==> src/rtl/matrix_pkg.sv <==
// Shared types and constants for the LED matrix frame streaming path.
package matrix_pkg;

  localparam int unsigned MATRIX_ROWS = 8;
  localparam int unsigned MATRIX_COLS = 8;

  typedef logic [MATRIX_COLS-1:0] row_t;

  typedef enum logic [1:0] {
    StIdle,
    StSend,
    StSwap
  } stream_state_e;

  // Row index width; kept at least 1 bit so a single-row matrix still has a port.
  function automatic int unsigned row_idx_w(input int unsigned rows);
    return (rows > 1) ? $clog2(rows) : 1;
  endfunction

endpackage

==> src/rtl/matrix_frame_streamer_if.sv <==
// Game-side write port plus the row stream towards the matrix controller.
interface matrix_frame_streamer_if
  import matrix_pkg::*;
#(
  parameter int unsigned ROWS = MATRIX_ROWS,
  parameter int unsigned COLS = MATRIX_COLS
) ();

  localparam int unsigned ROW_W = row_idx_w(ROWS);

  logic             wr_en;
  logic [ROW_W-1:0] wr_row;
  logic [COLS-1:0]  wr_data;
  logic             wr_busy;
  logic             swap_req;
  logic             swap_ack;
  logic             out_valid;
  logic             out_ready;
  logic [ROW_W-1:0] out_row;
  logic [COLS-1:0]  out_data;
  logic             out_last;
  logic [7:0]       frame_cnt;

  modport master (
    input  wr_en, wr_row, wr_data, swap_req, out_ready,
    output wr_busy, swap_ack, out_valid, out_row, out_data, out_last, frame_cnt
  );

  modport slave (
    output wr_en, wr_row, wr_data, swap_req, out_ready,
    input  wr_busy, swap_ack, out_valid, out_row, out_data, out_last, frame_cnt
  );

endinterface

==> src/rtl/frame_bank_pair.sv <==
// Double-buffered frame store: writes go to the back bank, reads come from the front bank.
module frame_bank_pair
  import matrix_pkg::*;
#(
  parameter int unsigned ROWS  = MATRIX_ROWS,
  parameter int unsigned COLS  = MATRIX_COLS,
  parameter int unsigned ROW_W = row_idx_w(ROWS)
) (
  input  logic             clk,
  input  logic             rst,
  input  logic             wr_en,
  input  logic [ROW_W-1:0] wr_row,
  input  logic [COLS-1:0]  wr_data,
  input  logic             flip,
  input  logic             clear,
  input  logic [ROW_W-1:0] rd_row,
  output logic [COLS-1:0]  rd_data
);

  logic [COLS-1:0] bank_q [2][ROWS];
  logic [COLS-1:0] bank_d [2][ROWS];
  logic            front_q;

  // Clear hits the current front, which becomes the back bank after the flip.
  always_comb begin
    bank_d = bank_q;
    if (clear) begin
      for (int r = 0; r < int'(ROWS); r++) begin
        bank_d[front_q][r] = '0;
      end
    end
    if (wr_en && (32'(wr_row) < ROWS)) begin
      bank_d[~front_q][wr_row] = wr_data;
    end
  end

  always_ff @(posedge clk) begin
    if (!rst) begin
      for (int b = 0; b < 2; b++) begin
        for (int r = 0; r < int'(ROWS); r++) begin
          bank_q[b][r] <= '0;
        end
      end
      front_q <= 1'b0;
    end else begin
      bank_q <= bank_d;
      if (flip) begin
        front_q <= ~front_q;
      end
    end
  end

  assign rd_data = bank_q[front_q][rd_row];

endmodule

==> src/rtl/matrix_frame_streamer.sv <==
// Streams the committed front frame row by row; swaps banks only between frames.
module matrix_frame_streamer
  import matrix_pkg::*;
#(
  parameter int unsigned ROWS          = MATRIX_ROWS,
  parameter int unsigned COLS          = MATRIX_COLS,
  parameter bit          CLEAR_ON_SWAP = 1'b1
) (
  input logic                    clk,
  input logic                    rst,
  matrix_frame_streamer_if.master bus
);

  localparam int unsigned ROW_W = row_idx_w(ROWS);

  stream_state_e    state_q, state_d;
  logic [ROW_W-1:0] row_q, row_d;
  logic             last_q, last_d;
  logic [7:0]       cnt_q, cnt_d;
  logic             ack_q, ack_d;
  logic             pending_q, pending_d;
  logic             wr_busy_q;
  logic             flip;
  logic             clear;
  logic             wr_ok;
  logic [COLS-1:0]  rd_data;

  assign wr_ok = bus.wr_en && !wr_busy_q;

  frame_bank_pair #(
    .ROWS  (ROWS),
    .COLS  (COLS),
    .ROW_W (ROW_W)
  ) u_banks (
    .clk     (clk),
    .rst     (rst),
    .wr_en   (wr_ok),
    .wr_row  (bus.wr_row),
    .wr_data (bus.wr_data),
    .flip    (flip),
    .clear   (clear),
    .rd_row  (row_q),
    .rd_data (rd_data)
  );

  always_comb begin
    state_d   = state_q;
    row_d     = row_q;
    last_d    = last_q;
    cnt_d     = cnt_q;
    ack_d     = 1'b0;
    pending_d = pending_q | bus.swap_req;
    flip      = 1'b0;
    clear     = 1'b0;
    unique case (state_q)
      StIdle: begin
        if (pending_q || bus.swap_req) begin
          state_d = StSwap;
        end
      end
      StSend: begin
        if (bus.out_ready) begin
          if (last_q) begin
            cnt_d  = cnt_q + 8'd1;
            row_d  = '0;
            last_d = (ROWS == 32'd1);
            if (pending_q || bus.swap_req) begin
              state_d = StSwap;
            end
          end else begin
            row_d  = row_q + ROW_W'(1);
            last_d = (row_q == ROW_W'(ROWS - 2));
          end
        end
      end
      StSwap: begin
        flip      = 1'b1;
        clear     = CLEAR_ON_SWAP;
        pending_d = 1'b0;
        ack_d     = 1'b1;
        row_d     = '0;
        last_d    = (ROWS == 32'd1);
        state_d   = StSend;
      end
      default: state_d = StIdle;
    endcase
  end

  always_ff @(posedge clk) begin
    if (!rst) begin
      state_q   <= StIdle;
      row_q     <= '0;
      last_q    <= 1'b0;
      cnt_q     <= '0;
      ack_q     <= 1'b0;
      pending_q <= 1'b0;
      wr_busy_q <= 1'b0;
    end else begin
      state_q   <= state_d;
      row_q     <= row_d;
      last_q    <= last_d;
      cnt_q     <= cnt_d;
      ack_q     <= ack_d;
      pending_q <= pending_d;
      wr_busy_q <= pending_q;
    end
  end

  // The front bank never changes while streaming, so the registered row index
  // selects stable data for the whole time a row is presented.
  assign bus.out_valid = (state_q == StSend);
  assign bus.out_row   = row_q;
  assign bus.out_data  = rd_data;
  assign bus.out_last  = last_q;
  assign bus.swap_ack  = ack_q;
  assign bus.wr_busy   = wr_busy_q;
  assign bus.frame_cnt = cnt_q;

endmodule

==> src/flat_wrapper.sv <==
// flat-port wrapper written by rule: the top's interface ports become plain ports
module matrix_frame_streamer_flat import matrix_pkg::*;
#(
  parameter int unsigned ROWS          = MATRIX_ROWS,
  parameter int unsigned COLS          = MATRIX_COLS,
  parameter bit          CLEAR_ON_SWAP = 1'b1
)
  (clk, rst, bus_wr_en, bus_wr_row, bus_wr_data, bus_swap_req, bus_out_ready, bus_wr_busy, bus_swap_ack, bus_out_valid, bus_out_row, bus_out_data, bus_out_last, bus_frame_cnt);
  matrix_frame_streamer_if #(.ROWS(ROWS), .COLS(COLS)) bus_i ();
  input logic clk;
  input logic rst;
  input wire logic [$bits(bus_i.wr_en)-1:0] bus_wr_en;
  input wire logic [$bits(bus_i.wr_row)-1:0] bus_wr_row;
  input wire logic [$bits(bus_i.wr_data)-1:0] bus_wr_data;
  input wire logic [$bits(bus_i.swap_req)-1:0] bus_swap_req;
  input wire logic [$bits(bus_i.out_ready)-1:0] bus_out_ready;
  output wire logic [$bits(bus_i.wr_busy)-1:0] bus_wr_busy;
  output wire logic [$bits(bus_i.swap_ack)-1:0] bus_swap_ack;
  output wire logic [$bits(bus_i.out_valid)-1:0] bus_out_valid;
  output wire logic [$bits(bus_i.out_row)-1:0] bus_out_row;
  output wire logic [$bits(bus_i.out_data)-1:0] bus_out_data;
  output wire logic [$bits(bus_i.out_last)-1:0] bus_out_last;
  output wire logic [$bits(bus_i.frame_cnt)-1:0] bus_frame_cnt;
  assign bus_i.wr_en = bus_wr_en;
  assign bus_i.wr_row = bus_wr_row;
  assign bus_i.wr_data = bus_wr_data;
  assign bus_i.swap_req = bus_swap_req;
  assign bus_i.out_ready = bus_out_ready;
  assign bus_wr_busy = bus_i.wr_busy;
  assign bus_swap_ack = bus_i.swap_ack;
  assign bus_out_valid = bus_i.out_valid;
  assign bus_out_row = bus_i.out_row;
  assign bus_out_data = bus_i.out_data;
  assign bus_out_last = bus_i.out_last;
  assign bus_frame_cnt = bus_i.frame_cnt;
  matrix_frame_streamer #(.ROWS(ROWS), .COLS(COLS), .CLEAR_ON_SWAP(CLEAR_ON_SWAP)) u_core (.clk(clk), .rst(rst), .bus(bus_i));
endmodule
==> config.mk <==
export PLATFORM = sky130hd
export DESIGN_NAME = matrix_frame_streamer_flat
export DESIGN_NICKNAME = d
export VERILOG_FILES = /design/src/rtl/matrix_pkg.sv /design/src/rtl/matrix_frame_streamer_if.sv /design/src/rtl/frame_bank_pair.sv /design/src/rtl/matrix_frame_streamer.sv /design/src/flat_wrapper.sv
export SDC_FILE = /design/constraint.sdc
export NUM_CORES = 1
export LEC_CHECK = 0
export ABC_AREA = 1
export BUFFER_PORTS_ARGS = -buffer_cell sky130_fd_sc_hd__buf_4
export CELL_PAD_IN_SITES_DETAIL_PLACEMENT = 0
export CELL_PAD_IN_SITES_GLOBAL_PLACEMENT = 1
export CORE_ASPECT_RATIO = 0.7
export CORE_UTILIZATION = 44
export CTS_BUF_LIST = sky130_fd_sc_hd__clkbuf_4 sky130_fd_sc_hd__clkbuf_8 sky130_fd_sc_hd__clkbuf_16
export DETAILED_ROUTE_END_ITERATION = 16
export PLACE_DENSITY = 0.84
export SYNTH_ARGS = -nofsm -noshare
export SYNTH_HDL_FRONTEND = slang
export SYNTH_HIERARCHICAL = 1
export SYNTH_SLANG_ARGS = --single-unit
==> constraint.sdc <==
create_clock -name clk -period 1.8 [get_ports clk]
set_input_delay 0 -clock clk [delete_from_list [all_inputs] [get_ports clk]]
set_output_delay 0 -clock clk [all_outputs]
set_load 0.1 [all_outputs]
==> summary.md, run 1 <==
| Metric | Value |
|---|---|
| Area of the multi-input gates | `4170 um2` |
| Max-cap violation count | `0` |
| Post-synthesis sequential area ratio | `40.0%` |
| # fillers | `1587` |
| Synth area leader | `dfxtp_1` |
| Leak | `0.00380 uW` |
| Top-area cell type share of the netlist area | `40.0%` |
| Io pins | `39` |
| Grt total ovfl | `0` |
| Internal power | `6120 uW` |
| CTS Buf Count | `17` |
| Die extent in x | `156 um` |
| Hold_sp | `bus_wr_data[5]` |
| Cell count of the worst hold path | `3` |
| Port Buffers | `38` |
| Row cnt | `39` |
| Initial antenna violation count | `0` |
| Via count | `7415` |
| Final period utilization | `105%` |
| Net Count, Synth | `1123` |
| DRT iter0 DRCs | `914` |
| DRT antenna net count | `0` |
| Failing checks | `negative setup slack` |
| Combinational share of power | `18.8%` |
| Worst r2r path cells | `9` |
| Crit end category | `primary output` |
| Dominant cells by area after synthesis | `dfxtp_1, nand2_1, a21oi_1` |
| Status | `complete, but fails checks` |
| Slew Limit Fails | `0` |
| TNS Setup | `-181 ps` |
| Crit path launch type | `flip-flop` |
| Skew-Pair Late Insertion Delay | `430 ps` |
| Die area | `17100 um2` |
| Layout cells sized above 1 | `26.9%` |
| CTS tree | `yes` |
| Placed cells | `1332` |
| Netlist cell types | `25` |
| Root Buffer Master | `clkbuf_16` |
| Initial Util | `44.9%` |
| Number of global-route vias before repair | `6491` |
| Synthesis-stage register bit count | `146` |
| Sw Share | `29.5%` |
| Cell count after synthesis | `1104` |
| RSZ-0062 raised after global routing | `yes` |
| Worst hold endpoint | `u_core/u_banks/bank_q[117]` |
| Vias per cell | `5.37` |
| GP Congestion | `0.867` |
| Drt total wl | `24.8 mm` |
| Reg power frac | `38.7%` |
| Worst slew pin tran | `503 ps` |
| Synth warn | `6` |
| Core area | `16300 um2` |
| Clk slew on worst S/H paths | `60 ps` |
| CTS Sinks | `146` |
| # diodes | `0` |
| Largest net degree at the start of global routing | `61` |
| Residual DRC count | `0` |
| Nets | `1162` |
| Post-Syn Area per Cell | `6.62 um2` |
| FF-to-FF Start | `u_core/u_banks/front_q` |
| Crit path DAT | `1880 ps` |
| Cell area after synthesis | `7310 um2` |
| Drt first pass iters | `5` |
| Worst R2R End | `u_core/u_banks/bank_q[48]` |
| Max Root-Sink Buffers | `2` |
| Post-DP HPWL | `14.8 mm` |
| CTS H-Tree Depth | `4` |
| Worst VDD drop | `549 uV` |
| Register area | `2940 um2` |
| P per Cell Area | `908 nW/um2` |
| First-pass GRT wire length | `37.0 mm` |
| Clock skew | `8.99 ps` |
| Commonest non-fill, non-tap cell in the layout | `nand2_1` |
| Reg2reg setup slack | `70 ps` |
| Hold Fails Final Rpt | `0` |
| Critical Path RT | `1800 ps` |
| Worst-path maximum fanout | `8` |
| Height of the die | `110 um` |
| Area growth from synthesis to layout | `30.9%` |
| Tot GR Track Use | `29.3%` |
| Min-Delay Path Class | `in -> reg` |
| Fin cells | `1381` |
| Dpl ws | `224 ps` |
| Peak Freq | `532 MHz` |
| Fin crit period | `1880 ps` |
| Slew HR | `66.4%` |
| Crit Path Category | `reg -> out` |
| Avg WL per Cell | `18.0 um` |
| Final Worst Setup Slack | `-81.3 ps` |
| P_sw | `2560 uW` |
| Final setup fails | `5` |
| Most frequent cells in the layout | `nand2_1, dfxtp_1, a21oi_1, nor2_1, inv_1` |
| Clock share of power | `42.6%` |
## metrics by stage
step                total power [uW]  utilization (%)  hold WS, ps  instance area (um2)
finish                          8690             58.7         22.0                 9570
global route                    8990             58.7         17.6                 9570
CTS                             8530             55.0         3.44                 8960
detailed placement              4640             48.4          321                 7890
global placement                4640             48.4          333                 7890
floorplan                       4270                -          131                 7340
## layout make-up
class / instances / share of cell area (%)
Clock inverter: 11 / 1.28
Timing Repair Buffer: 84 / 10.7
Multi-Input combinational cell: 757 / 43.6
Tap cell: 225 / 2.94
Inverter: 137 / 5.57
Clock buffer: 21 / 5.19
Sequential cell: 146 / 30.7
## worst max-delay path by stage
stage | slack, ps | depth (start not counted) | startpoint | to
floorplan | 6 | 6 | u_core/bus.out_last | u_core/bus.frame_cnt[5]
global placement | 250 | 7 | u_core/bus.wr_busy | u_core/u_banks/bank_q[121]
detailed placement | 220 | 7 | u_core/state_q[0] | u_core/u_banks/bank_q[114]
CTS | -30 | 8 | u_core/u_banks/front_q | bus_out_data[7]
global route | -120 | 8 | u_core/u_banks/front_q | bus_out_data[4]
finish | -80 | 8 | u_core/u_banks/front_q | bus_out_data[4]
## layer usage
layer  up-vias  track usage, %  wire (um)
met5         -               0          0
met4         0            7.98        244
met3        16            5.40       2040
met2       291            40.6      10400
met1      3482            45.2      12200
li1       3626               -          -
## repair_timing
item,in CTS,in global routing
hold buffers,4,0
endpoints found under the setup margin,8,8
buffers inserted,1,3
cloned,4,5
endpoints found under the hold margin,13,0
pin swaps,21,46
gates resized for setup,69,124
## cell families after synthesis
group	after synthesis	share of synthesized area (%)
xor+xnor	1	0.120
simple gates	486	29.8
compound gates	267	18.3
buf+inv	201	11.2
fa+ha+maj	3	0.513
flops	146	40.0
## critical path: stages (launching register included)
cell       delay, ps
dfxtp_4          410
clkinv_8         130
clkbuf_16        190
nand2_1           80
nand3_2          110
nand3_2          110
nand3_2          120
nand2_2          120
buf_12           180
## synthesized netlist by cell type, drive strengths merged
library cell / count
nand2: 218
a21oi: 135
ha: 3
clkbuf: 31
nand3: 116
nor3: 1
nand4: 4
o21ai: 132
nor2: 146
or2: 1
buf: 33
inv: 137
dfxtp: 146
xor2: 1
## power groups by stage
stage	registers, uW	logic (uW)	clock network, uW
2_1_floorplan	3440	832	0
3_3_place_gp	3420	1220	0
3_5_place_dp	3420	1220	0
4_1_cts	3350	1420	3760
5_1_grt	3370	1730	3890
6_report	3360	1630	3700
## sequential cells by signal, indices dropped and copies added, names as in the netlist
register                cells
u_core/u_banks/bank_q     128
u_core/bus.out_last         1
u_core/state_q              2
u_core/bus.wr_busy          1
u_core/u_banks/front_q      1
u_core/bus.swap_ack         1
u_core/bus.frame_cnt        8
u_core/pending_q            1
u_core/bus.out_row          3
(Power assumes the default switching activity.)
==> run 2: changes to the inputs <==
Settings changed: TNS_END_PERCENT from default to 10.
==> run 2 against run 1 <==
Effect of this change: the run still ends with negative setup slack left; count of clock-buffer cells in the layout shrank 2; routed wire length grew 0.37%; non-clock buffer count shrank 5; utilization decreased by 2.2 points; hold slack gained 10 ps; largest cell class unchanged; combinational power decreased by 7%.
==> summary.md, run 2 (same netlist as run 1, synthesis figures left out) <==
| Metric | Value |
|---|---|
| TNS Setup | `-236 ps` |
| Post-DP HPWL | `14.5 mm` |
| DRT antenna net count | `0` |
| Slew Limit Fails | `0` |
| CTS H-Tree Depth | `4` |
| CTS Buf Count | `17` |
| Nets | `1157` |
| Min-Delay Path Class | `in -> reg` |
| Tot GR Track Use | `29.1%` |
| GR peak layer | `met1` |
| Worst-path maximum fanout | `8` |
| Height of the die | `110 um` |
| Clk slew on worst S/H paths | `60 ps` |
| Residual DRC count | `0` |
| Crit path DAT | `1850 ps` |
| Max-cap violation count | `0` |
| Dpl ws | `123 ps` |
| Initial Util | `44.9%` |
| Worst hold endpoint | `u_core/u_banks/bank_q[121]` |
| Drt total wl | `24.9 mm` |
| Via count | `7417` |
| Worst r2r path cells | `7` |
| Crit Path Category | `reg -> out` |
| Crit path cell chain | `clkinvlp_4, clkbuf_16, nand3_1, nand3_1, nand3_2, nand2_2, buf_12` |
| GP Congestion | `0.817` |
| Failing checks | `negative setup slack` |
| Crit end category | `primary output` |
| Leak | `0.00364 uW` |
| CP Buf/Inv Count | `3` |
| Hold_ws | `32.5 ps` |
| GRT met3 Usage | `6.27%` |
| Fin cells | `1375` |
| Crit path launch type | `flip-flop` |
| FF-to-FF Start | `u_core/u_banks/front_q` |
| Slew HR | `60.0%` |
| Peak Freq | `541 MHz` |
| Avg WL per Cell | `18.1 um` |
| RSZ-0062 raised after global routing | `yes` |
| Final Worst Setup Slack | `-48.5 ps` |
| Area growth from synthesis to layout | `26.0%` |
| Die extent in x | `156 um` |
| Top delay family on crit path | `buffers and inverters` |
| Critical Path RT | `1800 ps` |
| Max reg flops | `128` |
| Drt first pass iters | `5` |
| Hold_sp | `bus_wr_data[1]` |
| Die area | `17100 um2` |
| Most used cell along the critical path | `nand3_1` |
| Cell count of the worst hold path | `3` |
| Largest net degree at the start of global routing | `76` |
| Vias per cell | `5.39` |
| DRT iter0 DRCs | `964` |
| Number of global-route vias before repair | `6452` |
| Layout cells sized above 1 | `19.9%` |
| Grt total ovfl | `0` |
| Placed cells | `1327` |
| Biggest register | `u_core/u_banks/bank_q` |
| CTS tree | `yes` |
| Clock skew | `15.1 ps` |
| Hold Fails Final Rpt | `0` |
| Skew-Pair Late Insertion Delay | `440 ps` |
| P per Cell Area | `949 nW/um2` |
| Initial antenna violation count | `0` |
| CTS Sinks | `146` |
| Commonest non-fill, non-tap cell in the layout | `nand2_1` |
| Io pins | `39` |
| Worst slew pin tran | `598 ps` |
| Port Buffers | `38` |
| First-pass GRT wire length | `36.9 mm` |
| Core area | `16300 um2` |
| Worst VDD drop | `545 uV` |
| Slowest CP cell | `dfxtp_4` |
| # diodes | `0` |
| Met1 Track Usage GR | `42.8%` |
| Max Root-Sink Buffers | `2` |
| Row cnt | `39` |
| Reg2reg setup slack | `180 ps` |
| Status | `complete, but fails checks` |
| GRT met2 Usage | `41.1%` |
| # fillers | `1613` |
| Root Buffer Master | `clkbuf_16` |
| Final period utilization | `103%` |
| Final setup fails | `7` |
| Fin crit period | `1850 ps` |
| Most frequent cells in the layout | `nand2_1, dfxtp_1, a21oi_1, nor2_1, inv_1` |
| Worst R2R End | `u_core/u_banks/bank_q[97]` |
| Worst stage delay on the critical path | `380 ps` |
==> run 2: per-layer routing <==
metal | part of all wire (%) | routed length (um)
met2 | 42 | 10400
met4 | 1.5 | 369
met5 | 0 | 0
met1 | 48 | 12000
met3 | 9.0 | 2230
==> run 2: worst max path at each step <==
stage | start | end | slack [ps] | depth (start not counted)
6_report | u_core/bus.out_row[0] | bus_out_data[4] | -50 | 7
5_1_grt | u_core/bus.out_row[0] | bus_out_data[4] | -100 | 7
4_1_cts | u_core/u_banks/front_q | bus_out_data[7] | -30 | 8
3_5_place_dp | u_core/u_banks/front_q | u_core/u_banks/bank_q[127] | 120 | 6
3_3_place_gp | u_core/u_banks/front_q | u_core/u_banks/bank_q[114] | 140 | 6
2_1_floorplan | u_core/bus.frame_cnt[1] | u_core/bus.frame_cnt[6] | -120 | 6
==> run 2: metrics by stage <==
stage | cell area [um2] | total power [uW] | utilization (%)
finish | 9210 | 8740 | 56.5
global route | 9210 | 9020 | 56.5
CTS | 8850 | 8660 | 54.3
detailed placement | 7890 | 4640 | 48.4
global placement | 7890 | 4640 | 48.4
floorplan | 7340 | 4270 | -
==> run 2: worst reg2reg max path, cell delays in order (launching register included) <==
cell and delay (ps):
dfxtp_4 420, buf_12 150, buf_16 170, nand2_4 170, nor2_4 270, inv_2 120
o21ai_0 160, nor2_1 60
==> run 2: power by group <==
group          switching, uW  total, uW  internal [uW]
Combinational           1020       1510            489
Clock                   1460       3880           2420
Sequential              52.1       3360           3310
Total                   2530       8740           6210
==> run 2: timing repair <==
action | in CTS | in global routing
pin swaps | 10 | 14
hold buffers | 5 | 0
gates resized for setup | 47 | 52
hold endpoints to repair | 12 | 0
setup buffers | 1 | 4
gates cloned | 3 | 4
endpoints found under the setup margin | 8 | 13
==> run 2: cell type report <==
type | instances | area (um2) | area share (%)
inverter | 137 | 531 | 5.76
timing repair buffer | 79 | 938 | 10.2
multi-input combinational | 757 | 3890 | 42.2
clock buffer | 19 | 458 | 4.97
sequential | 146 | 2940 | 31.9
clock inverter | 12 | 179 | 1.94
tap | 225 | 282 | 3.06
==> run 3: changes to the inputs <==
Settings changed: CAP_MARGIN from default to 25, SKIP_CTS_REPAIR_TIMING from default to 1.
==> run 3 against run 2 <==
Effect of this change: the flow still finishes with violations (negative setup slack); final area shrank 3.2%; global-route usage shrank 0.84 points; register-to-register slack lost 70 ps; sequential power is essentially flat; critical path type unchanged; largest cell class unchanged; sequential cell count is the same; fmax shrank 0.25%.
==> summary.md, run 3 (same netlist as run 1, synthesis figures left out) <==
| Metric | Value |
|---|---|
| FF-to-FF Start | `u_core/u_banks/front_q` |
| Crit end category | `primary output` |
| Drt first pass iters | `5` |
| Dpl ws | `123 ps` |
| Crit path DAT | `1850 ps` |
| Critical path origin | `u_core/u_banks/front_q` |
| Area growth from synthesis to layout | `21.9%` |
| Crit path launch type | `flip-flop` |
| Commonest non-fill, non-tap cell in the layout | `nand2_1` |
| Final period utilization | `103%` |
| Worst slew pin tran | `563 ps` |
| Status | `complete, but fails checks` |
| Initial Util | `44.9%` |
| Design Area, Final | `8910 um2` |
| Max-cap violation count | `0` |
| Grt total ovfl | `0` |
| Most frequent cells in the layout | `nand2_1, dfxtp_1, a21oi_1, nor2_1, inv_1` |
| Total power | `8620 uW` |
| Number of global-route vias before repair | `6308` |
| Biggest register | `u_core/u_banks/bank_q` |
| Vias per cell | `5.34` |
| Io pins | `39` |
| Height of the die | `110 um` |
| Skew-Pair Late Insertion Delay | `430 ps` |
| Initial antenna violation count | `0` |
| Clock skew | `10.0 ps` |
| Slew HR | `62.4%` |
| Crit Path Category | `reg -> out` |
| CTS tree | `yes` |
| Slew Limit Fails | `0` |
| Final Worst Setup Slack | `-53.1 ps` |
| Worst VDD drop | `542 uV` |
| First-pass GRT wire length | `35.9 mm` |
| CTS Buf Count | `17` |
| GP Congestion | `0.817` |
| Root Buffer Master | `clkbuf_16` |
| Hold_ws | `14.3 ps` |
| Die extent in x | `156 um` |
| Layout cells sized above 1 | `17.2%` |
| Core area | `16300 um2` |
| Row cnt | `39` |
| Largest net degree at the start of global routing | `76` |
| Nets | `1148` |
| Avg WL per Cell | `17.4 um` |
| CTS Sinks | `146` |
| # diodes | `0` |
| Peak Freq | `540 MHz` |
| Port Buffers | `38` |
| Max reg flops | `128` |
| Residual DRC count | `0` |
| Tot GR Track Use | `28.3%` |
| Drt total wl | `23.8 mm` |
| Final setup fails | `8` |
| Failing checks | `negative setup slack` |
| Min-Delay Path Class | `in -> reg` |
| Worst-path maximum fanout | `24` |
| Area after DPL | `7890 um2` |
| RSZ-0062 raised after global routing | `yes` |
| Die area | `17100 um2` |
| Fin crit period | `1850 ps` |
| Max Root-Sink Buffers | `2` |
| Critical Path RT | `1800 ps` |
| Clk slew on worst S/H paths | `70 ps` |
| Leak | `0.00354 uW` |
| DRT antenna net count | `0` |
| Util after Layout | `54.7%` |
| P per Cell Area | `967 nW/um2` |
| CTS H-Tree Depth | `4` |
| Post-DP HPWL | `14.5 mm` |
| Hold Fails Final Rpt | `0` |
| DRT iter0 DRCs | `732` |
| Hold_sp | `bus_wr_data[0]` |
| Via count | `7297` |
==> run 3: worst paths after layout <==
kind	slack, ps	endpoint	depth (start not counted)
worst max-delay path	-50	bus_out_data[5]	8
worst min-delay path	10	u_core/u_banks/bank_q[8]	3
worst max register to register	110	u_core/u_banks/bank_q[122]	6
worst min register to register	430	u_core/bus.wr_busy	2
==> run 3: per-layer routing <==
metal  vias up  GRT usage [%]  wire [um]
li1       3596              -          -
met1      3382           42.0      11800
met2       288           39.5       9680
met3        31           6.42       1930
met4         0           9.45        348
met5         -              0          0
==> run 3: layout make-up <==
| class | count | area, um2 |
|---|---|---|
| timing repair buffer | 70 | 776 |
| multi-input combinational | 757 | 3750 |
| sequential | 146 | 2940 |
| inverter | 137 | 527 |
| fill | 1658 | 7390 |
| tap | 225 | 282 |
| clock buffer | 19 | 458 |
| clock inverter | 12 | 179 |
==> run 3: stage by stage <==
stage               cells  setup TNS [ps]
global route         1366            -742
finish               1366            -273
CTS                  1358           -1740
floorplan            1104            -229
detailed placement   1327               0
global placement     1327               0
==> run 3: power breakdown <==
part           internal (uW)  total, uW  leakage, uW  switching [uW]
Clock                   2420       3870     0.000312            1450
Combinational            431       1390      0.00204             959
Sequential              3310       3360      0.00118            52.3
Total                   6150       8620      0.00354            2460
==> run 3: critical path, cell delays in order (launching register included) <==
cell and delay, ps:
dfxtp_4 430, clkinv_8 110, buf_12 170, nand2_1 60
nand3_1 130, nand3_1 120, nand3_2 100, nand2_2 110
buf_12 170
